## config.mk

```make
export PLATFORM = sky130hd
export DESIGN_NAME = pipe_skid_reg
export DESIGN_NICKNAME = d
export VERILOG_FILES = /design/src/rtl/pipe_skid_reg.sv
export SDC_FILE = /design/constraint.sdc
export NUM_CORES = 1
export LEC_CHECK = 0
export ABC_AREA = 0
export CAP_MARGIN = 40
export CORE_MARGIN = 2
export CORE_UTILIZATION = 45
export DETAILED_ROUTE_END_ITERATION = 10
export GPL_TIMING_DRIVEN = 0
export HOLD_SLACK_MARGIN = 0.12
export PLACE_DENSITY = 0.78
export SETUP_SLACK_MARGIN = 0.5
export SLEW_MARGIN = 15
export SYNTH_ARGS = -nofsm -noshare
export SYNTH_HDL_FRONTEND = slang
export SYNTH_SLANG_ARGS = --single-unit
```

## constraint.sdc

```tcl
create_clock -name i_clk -period 6.12 [get_ports i_clk]
set_clock_uncertainty 0.15 [all_clocks]
set_input_delay 0.918 -clock i_clk [delete_from_list [all_inputs] [get_ports i_clk]]
set_output_delay 0.918 -clock i_clk [all_outputs]
set_load 0.02 [all_outputs]
```

## src/rtl/pipe_skid_reg.sv

```systemverilog
// Inter-stage pipeline register with valid/ready handshake and a 2-entry skid buffer.
// Optional performance counters are enabled by defining PIPE_SKID_PERF_EN.
module pipe_skid_reg #(
   parameter int unsigned       DATA_W     = 64,
   parameter logic [DATA_W-1:0] RESET_DATA = {32'h0000_3000, 32'h0000_0000}
) (
   input  logic              i_clk,
   input  logic              i_reset,
   input  logic              i_flush,
   input  logic              i_valid,
   output logic              o_ready,
   input  logic [DATA_W-1:0] i_data,
   output logic              o_valid,
   input  logic              i_ready,
   output logic [DATA_W-1:0] or_data,
   output logic              o_full
`ifdef PIPE_SKID_PERF_EN
   ,
   output logic [31:0]       o_stall_cnt,
   output logic [31:0]       o_xfer_cnt
`endif
);

   typedef enum logic [1:0] {
      EMPTY = 2'b00,
      ONE   = 2'b01,
      FULL  = 2'b11
   } state_t;

   state_t              state, state_nxt;
   logic                ready_q;
   logic [DATA_W-1:0]   skid_data;
   logic [DATA_W-1:0]   data_nxt, skid_nxt;
   logic                skid_valid;
   logic                accept, xfer;

   assign o_valid    = (state != EMPTY);
   assign skid_valid = (state == FULL);
   assign o_full     = skid_valid;
   assign o_ready    = ready_q;

   assign accept = i_valid & ready_q;
   assign xfer   = o_valid & i_ready;

   always_comb begin
      state_nxt = state;
      data_nxt  = or_data;
      skid_nxt  = skid_data;
      if (i_flush) begin
         // Squash wins over any beat accepted this cycle.
         state_nxt = EMPTY;
         data_nxt  = RESET_DATA;
         skid_nxt  = RESET_DATA;
      end else begin
         case (state)
            EMPTY: begin
               if (accept) begin
                  state_nxt = ONE;
                  data_nxt  = i_data;
               end
            end
            ONE: begin
               if (accept && xfer) begin
                  data_nxt = i_data;
               end else if (accept) begin
                  state_nxt = FULL;
                  skid_nxt  = i_data;
               end else if (xfer) begin
                  state_nxt = EMPTY;
                  data_nxt  = RESET_DATA;
               end
            end
            FULL: begin
               if (xfer) begin
                  state_nxt = ONE;
                  data_nxt  = skid_data;
                  skid_nxt  = RESET_DATA;
               end
            end
            default: begin
               state_nxt = EMPTY;
               data_nxt  = RESET_DATA;
               skid_nxt  = RESET_DATA;
            end
         endcase
      end
   end

   // Ready is registered from the next state so i_ready never reaches o_ready combinationally.
   always_ff @(posedge i_clk or posedge i_reset) begin
      if (i_reset) begin
         state     <= EMPTY;
         ready_q   <= 1'b1;
         or_data   <= RESET_DATA;
         skid_data <= RESET_DATA;
      end else begin
         state     <= state_nxt;
         ready_q   <= (state_nxt != FULL);
         or_data   <= data_nxt;
         skid_data <= skid_nxt;
      end
   end

`ifdef PIPE_SKID_PERF_EN
   // Saturating counters; flush deliberately leaves them alone.
   always_ff @(posedge i_clk or posedge i_reset) begin
      if (i_reset) begin
         o_stall_cnt <= '0;
         o_xfer_cnt  <= '0;
      end else begin
         if (o_valid && !i_ready && (o_stall_cnt != 32'hFFFF_FFFF))
            o_stall_cnt <= o_stall_cnt + 32'd1;
         if (xfer && (o_xfer_cnt != 32'hFFFF_FFFF))
            o_xfer_cnt <= o_xfer_cnt + 32'd1;
      end
   end
`endif

endmodule

```

==> flow_summary.yaml <==
placed_design:
  numPortBuffers: 134
  place_area_um2: 7920
  place_congestion: 0.812
  place_inst: 915
  place_hpwl_um: 11800
clock_network:
  numCtsBuffers: 17
  cts_hold_buffers: 0
  post_cts_resize_count: 0
  htreeDepth: 4
  clk_pin_slew_ns: 0.05
  postCtsSetupRepairBufs: 0
  cts_tree: "built"
  cts_root_buf: "clkbuf_16"
  cts.sinks: 131
  clock_path_buffers: 2
  worstSkewPairLatency_ns: 0.42
layout:
  fillCellCount: 1098
  area_growth_pct: 34.3
  fin_cells: 945
  fin_nets: 823
  multiInputGateArea_um2: 2510
  diodes: 0
  drive_gt1_frac: 0.112
  seqCellArea_um2: 3280
  final_area_um2: 8490
global_routing:
  antenna_found_initial: 0
  grt-ovfl-total: 0
  grt_pass1_wl_um: 27100
  grt_max_degree: 69
  grt_pass1_vias: 5369
  globalRouteTotalUtil: 0.235
flow_run:
  cap_violations: 0
floorplanning:
  core-area_um2: 13800
  io_pins: 136
  die_h_um: 123
  initial_utilization: 0.457
  placementRows: 43
  die_x_um: 123
  dieArea_um2: 15000
critical_path:
  cp-end-kind: "output pin"
  start_kind: "flip-flop"
  crit_path_max_fanout: 10
  required_ns: 5.05
  critPathSlowestCell: "clkdlybuf4s50_1"
  path_class: "reg2out"
  critPathMostFrequentCell: "buf_4"
  cp.arrival_ns: 2.16
  path_cells: "buf_4 -> and2_1 -> buf_4 -> buf_2 -> clkdlybuf4s50_1"
  cp_slowest_stage_delay_ns: 0.65
route:
  drtIter0Drc: 314
  vias_per_cell: 5.41
  drc_errors: 0
  ant_nets: 0
  wl_um: 16700
  first_pass_iters: 6
  vias: 5114
  routedWlPerCell_um: 17.7
outcome:
  run_status: "finished clean"
sta:
  slew_headroom: 0.535
  hold_ws_ns: 0.335
  worst_pin_slew_ns: 0.698
  period_share: 0.527
  drv_slew: 0
  min_period_ns: 3.23
  final_hold_viol_count: 0
  setup_viol: 0
  rsz0062_at_grt: "false"
  fmax_mhz: 310
pwr:
  leakage_nw: 3.74
  total_power_mw: 2.33
  vdd.ir_drop.worst_mv: 0.177
  p_per_area_nw_per_um2: 274
logic_synthesis:
  ys_seq_elements: 131
  syn_area_per_cell_um2: 10.5
  async_flop_share: 1.00
  netlist_instances: 600
  synth_nets: 669
  synth_warnings: 0
  yosys_most_used_dff: "dfrtp_1"
  syn_area_um2: 6320
  synth_edf_count: 0
  ys_seq_area_frac: 0.519
  yosysUniqueCellTypes: 30
min_path:
  hp-class: "reg2reg"
logic make-up (layout without fill, tap and decap cells):
| family | after synthesis | after routing | synth area share |
|---|---|---|---|
| flops | 131 | 131 | 0.519 |
| simple gates | 122 | 122 | 0.0888 |
| compound gates | 169 | 169 | 0.206 |
| mux | 64 | 64 | 0.102 |
| buf+inv | 114 | 279 | 0.0841 |
cells in the mapped netlist (2+ instances only):
cell	number	area [um^2]
o32a_1	2	20.0
o2bb2ai_1	52	455
nor2_4	2	22.5
dfstp_2	5	131
a21oi_1	57	285
a311oi_1	2	17.5
clkbuf_1	5	18.8
mux2i_1	62	621
buf_6	7	78.8
a22o_1	34	298
a311oi_2	8	120
buf_4	4	30.0
nor2_2	2	12.5
a22oi_1	10	75.1
buf_1	3	11.3
mux2_1	2	22.5
nor2b_1	19	119
nand2b_1	5	31.3
nor2_1	13	48.8
nand3_1	11	55.1
buf_2	29	145
dfrtp_1	126	3150
inv_1	66	248
o21ai_1	2	10.0
nand2_1	67	251
area by class of cell:
cell class | count | share of cell area
buffer | 48 | 0.0334
clock buffer | 25 | 0.0583
tap | 180 | 0.0265
inverter | 66 | 0.0298
clock inverter | 5 | 0.00884
sequential | 131 | 0.387
timing repair buffer | 135 | 0.161
multi-input combinational | 355 | 0.295
sequential cells by signal, summed over array words and instances (netlist names):
signal     cells
or_data       64
skid_data     64
state          2
o_ready        1
metal layers:
metal  part of all wire  global-route usage
met1               0.43               0.302
met2               0.48               0.383
met3              0.057              0.0618
met4              0.025              0.0891
met5                  0                   0
metrics by stage:
stage | utilization | worst slack [ns] | TNS (ns)
finish | 0.614 | 2.89 | 0
global route | 0.614 | 2.79 | 0
CTS | 0.614 | 2.88 | 0
detailed placement | 0.573 | 3.28 | 0
global placement | 0.571 | -0.0859 | -9.91
floorplan | - | 1.56 | 0
worst paths after layout:
kind                                   startpoint                 endpoint  slack, ns  cells past startpoint
max reg2reg                     o_ready$_DFF_PP1_  or_data[60]$_DFFE_PP0P_       4.21                      5
max in group asynchronous                 i_reset        o_ready$_DFF_PP1_       4.24                      3
min in group asynchronous                 i_reset  or_data[30]$_DFFE_PP0P_       0.82                      2
min reg2reg                or_data[5]$_DFFE_PP0P_   or_data[5]$_DFFE_PP0P_       0.34                      1
max                            state[0]$_DFF_PP0_                   o_full       2.89                      5
min                        or_data[5]$_DFFE_PP0P_   or_data[5]$_DFFE_PP0P_       0.34                      1
power breakdown:
part	switching [mW]	internal (mW)	total [mW]	leakage [nW]
registers	0.0303	0.919	0.950	1.76
clock network	0.361	0.636	0.998	0.283
logic	0.204	0.180	0.384	1.69
total	0.596	1.74	2.33	3.74
cells in the final DEF, fill, tap and decap left out, types with 3 or more instances in the layout:
master	instances
clkdlybuf4s50_1	134
dfrtp_1	126
nand2_1	67
inv_1	65
mux2i_1	62
a21oi_1	57
o2bb2ai_1	52
a22o_1	34
buf_2	29
nor2b_1	19
clkbuf_16	17
nor2_1	13
nand3_1	11
a22oi_1	10
clkbuf_1	9
a311oi_2	8
buf_6	7
nand2b_1	5
dfstp_2	5
buf_4	4
clkbuf_8	4
buf_1	3
clkinv_2	3
worst max-delay path, delay by kind of cell, from the launching register on:
family | cells | cell delay, ns
flip-flops | 1 | 0.35
buffers and inverters | 4 | 1.26
AND/OR/NAND/NOR | 1 | 0.13
Power figures use the tool's default switching activity.
